[src/rtl/rmt_action_pkg.sv]
// Shared match-action definitions: action word layout, ALU opcodes and the
// issue FSM state encoding, reused by both the issue stage and the ALU.
package rmt_action_pkg;

   localparam int OPC_HI  = 24;
   localparam int OPC_LO  = 21;
   localparam int SRC1_HI = 20;
   localparam int SRC1_LO = 18;
   localparam int SRC2_HI = 17;
   localparam int SRC2_LO = 15;
   localparam int DST_HI  = 14;
   localparam int DST_LO  = 12;
   localparam int IMM_HI  = 11;
   localparam int IMM_LO  = 0;

   localparam int OPC_W = 4;
   localparam int IDX_W = 3;
   localparam int IMM_W = 12;

   localparam logic [OPC_W-1:0] OPC_NOP  = 4'b0000;
   localparam logic [OPC_W-1:0] OPC_ADD  = 4'b0001;
   localparam logic [OPC_W-1:0] OPC_SUB  = 4'b0010;
   localparam logic [OPC_W-1:0] OPC_ADDI = 4'b0011;
   localparam logic [OPC_W-1:0] OPC_SUBI = 4'b0100;

   typedef enum logic [1:0] {
      IDLE   = 2'd0,
      ISSUE  = 2'd1,
      WAIT   = 2'd2,
      OUTPUT = 2'd3
   } issue_state_t;

   function automatic logic opc_is_alu(input logic [OPC_W-1:0] opc);
      return (opc == OPC_ADD) || (opc == OPC_SUB) || (opc == OPC_ADDI) || (opc == OPC_SUBI);
   endfunction

   function automatic logic opc_uses_imm(input logic [OPC_W-1:0] opc);
      return (opc == OPC_ADDI) || (opc == OPC_SUBI);
   endfunction

endpackage

[src/rtl/alu_issue_if.sv]
// Link between the issue stage and the ALU. Handshake: the ALU takes the action
// and operands in the single cycle action_valid_out is 1 (no ready; the ALU always
// accepts), and returns one result by holding container_in_valid for one cycle.
interface alu_issue_if #(
   parameter int DATA_WIDTH = 48,
   parameter int ACTION_LEN = 25
);
   logic [ACTION_LEN-1:0] action_out;
   logic                  action_valid_out;
   logic [DATA_WIDTH-1:0] operand_1_out;
   logic [DATA_WIDTH-1:0] operand_2_out;
   logic [DATA_WIDTH-1:0] container_in;
   logic                  container_in_valid;

   modport master (
      output action_out, action_valid_out, operand_1_out, operand_2_out,
      input  container_in, container_in_valid
   );

   modport slave (
      input  action_out, action_valid_out, operand_1_out, operand_2_out,
      output container_in, container_in_valid
   );
endinterface

[src/rtl/phv_cont_sel.sv]
// Picks one container out of a packed PHV; an index beyond the container
// count yields zero.
module phv_cont_sel
   import rmt_action_pkg::*;
#(
   parameter int DATA_WIDTH = 48,
   parameter int NUM_CONT   = 8
) (
   input  logic [NUM_CONT*DATA_WIDTH-1:0] phv,
   input  logic [IDX_W-1:0]               idx,
   output logic [DATA_WIDTH-1:0]          cont
);

   always_comb begin
      cont = '0;
      for (int i = 0; i < NUM_CONT; i++) begin
         if (int'(idx) == i) cont = phv[i*DATA_WIDTH +: DATA_WIDTH];
      end
   end

endmodule

[src/rtl/alu_issue.sv]
// Issue stage: captures a PHV plus action, hands operands to the external ALU,
// writes the result back into the destination container and releases the PHV.
module alu_issue
   import rmt_action_pkg::*;
#(
   parameter int DATA_WIDTH = 48,
   parameter int NUM_CONT   = 8,
   parameter int ACTION_LEN = 25,
   parameter int ALU_LAT    = 3,
   parameter int TIMEOUT    = 8
) (
   input  logic                           clk,
   input  logic                           rst_n,
   input  logic [NUM_CONT*DATA_WIDTH-1:0] phv_in,
   input  logic                           phv_in_valid,
   output logic                           phv_in_ready,
   input  logic [ACTION_LEN-1:0]          action_in,
   alu_issue_if.master                    alu,
   output logic [NUM_CONT*DATA_WIDTH-1:0] phv_out,
   output logic                           phv_out_valid,
   input  logic                           phv_out_ready,
   output logic                           err_timeout,
   output logic                           err_unsup,
   output logic [31:0]                    issue_cnt,
   output issue_state_t                   fsm_state
);

   localparam int LIMIT = ALU_LAT + TIMEOUT;
   localparam int CNT_W = $clog2(LIMIT + 1);

   issue_state_t                         state, state_nx;
   logic [NUM_CONT-1:0][DATA_WIDTH-1:0]  phv_q;
   logic [ACTION_LEN-1:0]                act_q;
   logic [DATA_WIDTH-1:0]                op1_q, op2_q, sel1, sel2, op2_nx;
   logic [CNT_W-1:0]                     wait_cnt;
   logic [31:0]                          issue_cnt_q;
   logic                                 err_unsup_q;
   logic [OPC_W-1:0]                     opc;
   logic [IDX_W-1:0]                     dst_idx;
   logic                                 accept, alu_op, take_result, timed_out;

   assign opc         = action_in[OPC_HI:OPC_LO];
   assign alu_op      = opc_is_alu(opc);
   assign accept      = phv_in_valid && phv_in_ready;
   assign dst_idx     = act_q[DST_HI:DST_LO];
   assign take_result = (state == WAIT) && alu.container_in_valid;
   assign timed_out   = (state == WAIT) && !alu.container_in_valid &&
                        (wait_cnt == CNT_W'(LIMIT));

   // Operands are taken from the incoming PHV at capture, so a later
   // write-back to src1/src2 cannot disturb what the ALU was given.
   phv_cont_sel #(.DATA_WIDTH(DATA_WIDTH), .NUM_CONT(NUM_CONT)) u_sel1 (
      .phv  (phv_in),
      .idx  (action_in[SRC1_HI:SRC1_LO]),
      .cont (sel1)
   );

   phv_cont_sel #(.DATA_WIDTH(DATA_WIDTH), .NUM_CONT(NUM_CONT)) u_sel2 (
      .phv  (phv_in),
      .idx  (action_in[SRC2_HI:SRC2_LO]),
      .cont (sel2)
   );

   assign op2_nx = opc_uses_imm(opc) ?
                   {{(DATA_WIDTH-IMM_W){1'b0}}, action_in[IMM_HI:IMM_LO]} : sel2;

   always_comb begin
      state_nx             = state;
      phv_in_ready         = 1'b0;
      phv_out_valid        = 1'b0;
      alu.action_valid_out = 1'b0;
      err_timeout          = 1'b0;
      unique case (state)
         IDLE: begin
            phv_in_ready = rst_n;
            if (phv_in_valid && rst_n) state_nx = alu_op ? ISSUE : OUTPUT;
         end
         ISSUE: begin
            alu.action_valid_out = 1'b1;
            state_nx             = WAIT;
         end
         WAIT: begin
            err_timeout = timed_out;
            if (take_result || timed_out) state_nx = OUTPUT;
         end
         OUTPUT: begin
            phv_out_valid = 1'b1;
            if (phv_out_ready) state_nx = IDLE;
         end
         default: state_nx = IDLE;
      endcase
   end

   always_ff @(posedge clk or negedge rst_n) begin
      if (!rst_n) begin
         state       <= IDLE;
         phv_q       <= '0;
         act_q       <= '0;
         op1_q       <= '0;
         op2_q       <= '0;
         wait_cnt    <= '0;
         issue_cnt_q <= '0;
         err_unsup_q <= 1'b0;
      end else begin
         state       <= state_nx;
         err_unsup_q <= accept && !alu_op && (opc != OPC_NOP);
         if (accept) begin
            phv_q <= phv_in;
            act_q <= action_in;
            op1_q <= sel1;
            op2_q <= op2_nx;
         end
         if (state == ISSUE) begin
            wait_cnt    <= '0;
            issue_cnt_q <= issue_cnt_q + 32'd1;
         end else if (state == WAIT) begin
            wait_cnt <= wait_cnt + CNT_W'(1);
         end
         // Results arriving outside WAIT never reach here, so late ones are dropped.
         if (take_result && (int'(dst_idx) < NUM_CONT)) phv_q[dst_idx] <= alu.container_in;
      end
   end

   assign alu.action_out    = act_q;
   assign alu.operand_1_out = op1_q;
   assign alu.operand_2_out = op2_q;
   assign phv_out           = (state == OUTPUT) ? phv_q : '0;
   assign err_unsup         = err_unsup_q;
   assign issue_cnt         = issue_cnt_q;
   assign fsm_state         = state;

endmodule

[src/flat_wrapper.sv]
// flat-port wrapper written by rule: the top's interface ports become plain ports
module alu_issue_flat import rmt_action_pkg::*;
#(
   parameter int DATA_WIDTH = 48,
   parameter int NUM_CONT   = 8,
   parameter int ACTION_LEN = 25,
   parameter int ALU_LAT    = 3,
   parameter int TIMEOUT    = 8
)
  (clk, rst_n, phv_in, phv_in_valid, phv_in_ready, action_in, phv_out, phv_out_valid, phv_out_ready, err_timeout, err_unsup, issue_cnt, fsm_state, alu_action_out, alu_action_valid_out, alu_operand_1_out, alu_operand_2_out, alu_container_in, alu_container_in_valid);
  alu_issue_if #(.DATA_WIDTH(DATA_WIDTH), .ACTION_LEN(ACTION_LEN)) alu_i ();
  input  logic clk;
  input  logic rst_n;
  input  logic [NUM_CONT*DATA_WIDTH-1:0] phv_in;
  input  logic phv_in_valid;
  output logic phv_in_ready;
  input  logic [ACTION_LEN-1:0] action_in;
  output logic [NUM_CONT*DATA_WIDTH-1:0] phv_out;
  output logic phv_out_valid;
  input  logic phv_out_ready;
  output logic err_timeout;
  output logic err_unsup;
  output logic [31:0] issue_cnt;
  output issue_state_t fsm_state;
  output wire logic [$bits(alu_i.action_out)-1:0] alu_action_out;
  output wire logic [$bits(alu_i.action_valid_out)-1:0] alu_action_valid_out;
  output wire logic [$bits(alu_i.operand_1_out)-1:0] alu_operand_1_out;
  output wire logic [$bits(alu_i.operand_2_out)-1:0] alu_operand_2_out;
  input wire logic [$bits(alu_i.container_in)-1:0] alu_container_in;
  input wire logic [$bits(alu_i.container_in_valid)-1:0] alu_container_in_valid;
  assign alu_action_out = alu_i.action_out;
  assign alu_action_valid_out = alu_i.action_valid_out;
  assign alu_operand_1_out = alu_i.operand_1_out;
  assign alu_operand_2_out = alu_i.operand_2_out;
  assign alu_i.container_in = alu_container_in;
  assign alu_i.container_in_valid = alu_container_in_valid;
  alu_issue #(.DATA_WIDTH(DATA_WIDTH), .NUM_CONT(NUM_CONT), .ACTION_LEN(ACTION_LEN), .ALU_LAT(ALU_LAT), .TIMEOUT(TIMEOUT)) u_core (.clk(clk), .rst_n(rst_n), .phv_in(phv_in), .phv_in_valid(phv_in_valid), .phv_in_ready(phv_in_ready), .action_in(action_in), .alu(alu_i), .phv_out(phv_out), .phv_out_valid(phv_out_valid), .phv_out_ready(phv_out_ready), .err_timeout(err_timeout), .err_unsup(err_unsup), .issue_cnt(issue_cnt), .fsm_state(fsm_state));
endmodule
[config.mk]
export PLATFORM = sky130hd
export DESIGN_NAME = alu_issue_flat
export DESIGN_NICKNAME = d
export VERILOG_FILES = /design/src/rtl/rmt_action_pkg.sv /design/src/rtl/alu_issue_if.sv /design/src/rtl/phv_cont_sel.sv /design/src/rtl/alu_issue.sv /design/src/flat_wrapper.sv
export SDC_FILE = /design/constraint.sdc
export NUM_CORES = 2
export LEC_CHECK = 0
export BUFFER_PORTS_ARGS = -buffer_cell sky130_fd_sc_hd__buf_2
export CORE_AREA = 5 5 389 391
export CTS_CLUSTER_SIZE = 25
export DETAILED_ROUTE_END_ITERATION = 8
export DIE_AREA = 0 0 394 396
export PLACE_DENSITY_LB_ADDON = 0.2
export SYNTH_ARGS = -nofsm -noshare
export SYNTH_HDL_FRONTEND = slang
export SYNTH_SLANG_ARGS = --single-unit
export TNS_END_PERCENT = 10
[constraint.sdc]
create_clock -name clk -period 5.2 [get_ports clk]
set_input_delay 1.04 -clock clk [delete_from_list [all_inputs] [get_ports clk]]
set_output_delay 1.04 -clock clk [all_outputs]
set_load 0.02 [all_outputs]
==> metrics.md <==
| Metric | Value |
|---|---|
| Status | `completed` |
| Critical path launch point type | `flip-flop` |
| Max Cap Viol | `0` |
| Total Routed Length | `182900 um` |
| Worst-margin pin slew | `1187 ps` |
| IO Port Bufs | `1005` |
| Min Clock Period, post-route | `3888 ps` |
| RR Endpoint | `u_core.phv_q[223]` |
| Final setup fails | `0` |
| Nets | `4839` |
| Max Fanout on Critical Path | `54` |
| Setup WS pre-CTS | `1586 ps` |
| Initial antenna violation count | `52` |
| CTS Sinks | `544` |
| Worst vdd ir | `231.6 uV` |
| Root buffer cell | `clkbuf_16` |
| Routed vias | `31950` |
| Slowest CP cell | `ha_4` |
| Most frequent cells in the layout | `999 x buf_2, 566 x nand2_1, 544 x dfrtp_1, 482 x mux2i_1, 447 x o21ai_0` |
| Post-synth ARST share | `100.0%` |
| Overflow after GRT | `0` |
| Worst reg2reg path startpoint | `u_core.fsm_state[0]` |
| Antenna Violating Nets Remaining | `0` |
| Rel. slew slack | `20.89%` |
| Core box area | `147100 sq um` |
| Tot GR Track Use | `22.29%` |
| Min-delay worst type | `in2async` |
| Detailed Place HPWL | `132300 um` |
| Ys Warns | `0` |
| Post-route DRC | `0` |
| Die area | `156000 sq um` |
| Most common library cell in the layout ignoring fill and taps | `buf_2` |
| Die Span Y | `396 um` |
| Syn Inst Count | `3572` |
| Starting Density | `22.52%` |
| Area leader, netlist | `dfrtp_1` |
| Worst EP required | `4160 ps` |
| RSZ-0062 raised after global routing | `no` |
| Router iterations before antenna repair | `5` |
| Power Dens Cells | `522.3 nW/um^2` |
| Post-synth top area share | `41.08%` |
| Number of hold buffers added after cts | `0` |
| # rows | `141` |
| Initial DRC count | `2454` |
| Placer Congestion | `0.9086` |
| Cells along the critical path | `ha_4, buf_4, and2_1, buf_2` |
| Post-route setup slack | `1312 ps` |
| CP endpoint kind | `output port` |
| TNS Setup | `0 ps` |
| Arr. time, crit path | `2850 ps` |
| R2R cell count | `7` |
| First-pass GRT wire length | `253500 um` |
| Netlist cell types | `55` |
| P&R area growth vs syn | `27.90%` |
| Setup Skew | `21.35 ps` |
| Maximum clock insertion buffer count | `3` |
| Num CTS Buffers | `77` |
| CTS resizes | `0` |
| Total Power | `22140 uW` |
| Kind of critical path | `reg2out` |
| #FFs+latches synth | `544` |
| Biggest cell delay along the critical path | `780 ps` |
| Drt wl/cell | `28.62 um` |
| Leak | `0.02170 uW` |
| H-tree depth | `3` |
| Minimum hold slack | `280.2 ps` |
| Post-CTS setup buffer count | `0` |
| Vias/cell | `4.999` |
| Clock-pin slew on the worst setup and hold paths | `60 ps` |
| Final Cycle Share | `74.77%` |
| Cell area after synthesis | `33140 sq um` |
| Syn Area/Cell | `9.277 sq um` |
| Final hold viol count | `0` |
| Die X | `394 um` |
| Post-synth EDFFs | `0` |
| Primary FF master, synth | `dfrtp_1` |
| R2R setup slack | `2130 ps` |
| Core Util, Final | `28.81%` |
| Top cells by area, synth | `dfrtp_1 41%, mux2i_1 15%, and2_1 7.3%, o21ai_0 6.8%, nand2_1 6.4%` |
| Syn_nets | `4041` |
| Worst skew pair latency | `680 ps` |
| Share of cells above drive strength 1 | `31.53%` |
| Largest net degree at the start of global routing | `117` |
| CTS tree | `yes` |
| Highest Clock Rate | `0.2572 GHz` |
| IO Count | `1006` |
| Max Slew Vio Count | `0` |
| Vias in the first global route | `31700` |
| Register area share after synthesis | `41.08%` |
==> registers in the layout (all words and copies together), names as in the netlist <==
signal	flops
u_core.issue_cnt	32
u_core.wait_cnt	4
u_core.alu.operand_2_out	48
u_core.fsm_state	2
u_core.phv_q	384
u_core.alu.action_out	25
u_core.err_unsup	1
u_core.alu.operand_1_out	48
==> where the power goes <==
| part | internal, uW | switching [uW] | total (uW) |
|---|---|---|---|
| Combinational | 3370 | 6000 | 9380 |
| Sequential | 6190 | 1260 | 7450 |
| Clock | 3070 | 2240 | 5310 |
| Total | 12600 | 9500 | 22100 |
==> worst max-delay path: cells and delay by family, from the launching register on <==
family                   cells  cell delay [ps]
buffers and inverters        2              670
adder cells (fa/ha/maj)      1              780
AND/OR/NAND/NOR              1              270
flip-flops                   1              450
==> worst max path at each step <==
stage / startpoint / end / slack, ps / depth (start not counted)
after global routing: u_core.fsm_state[1] / phv_out[346] / 1140 / 4
after detailed placement: rst_n / u_core.phv_q[223] / 1590 / 6
after floorplan: u_core.fsm_state[1] / phv_out[100] / 2390 / 5
after CTS: u_core.fsm_state[1] / phv_out[242] / 1220 / 4
after global placement: rst_n / u_core.phv_q[223] / 1640 / 6
final: u_core.fsm_state[1] / phv_out[242] / 1310 / 4
==> per-layer routing <==
metal,wire [um],track usage (%),vias to the layer above
li1,-,-,14200
met1,77530,28.53,16010
met2,86040,36.46,1376
met3,12370,5.373,332
met4,6795,8.440,26
met5,150,0,-
==> cell type report <==
cell class	instances	area [sq um]
fillers	15870	104800
multi-input cells	2653	17890
flip-flops and latches	544	13610
repair buffers	1080	5879
well taps	1930	2415
clock buffers	115	2271
clock inverters	22	173.9
diodes	33	82.58
inverters	14	55.05
==> Yosys cell counts, types with 14 or more instances <==
master / number
xnor2_1: 21
and2_1: 388
a21oi_1: 77
mux2_2: 155
o22ai_1: 120
nand3_1: 18
nor2_1: 45
a221oi_1: 68
mux2i_1: 482
o21a_1: 34
buf_2: 170
nand2_1: 566
nor2b_1: 14
a21o_1: 37
inv_1: 14
dfrtp_1: 544
clkbuf_1: 147
o21ai_0: 447
a22o_1: 43
==> through the flow <==
| step | instances | cell area, sq um |
|---|---|---|
| after floorplan | 3572 | 33140 |
| after global placement | 6221 | 39860 |
| after detailed placement | 6221 | 39860 |
| after CTS | 6358 | 42300 |
| after global routing | 6373 | 42340 |
| final | 6391 | 42380 |
==> cells by family (layout without fill, tap and decap cells) <==
family,Yosys count,count (layout),synth area share [%]
flops,544,544,41.08
xor+xnor,31,31,0.8194
other cells,0,33,0
mux,642,642,20.17
fa+ha+maj,7,7,0.2643
simple gates,1085,1085,16.05
buf+inv,375,1231,5.362
compound gates,888,888,16.26
No activity file was read; power rests on OpenSTA's default activity.
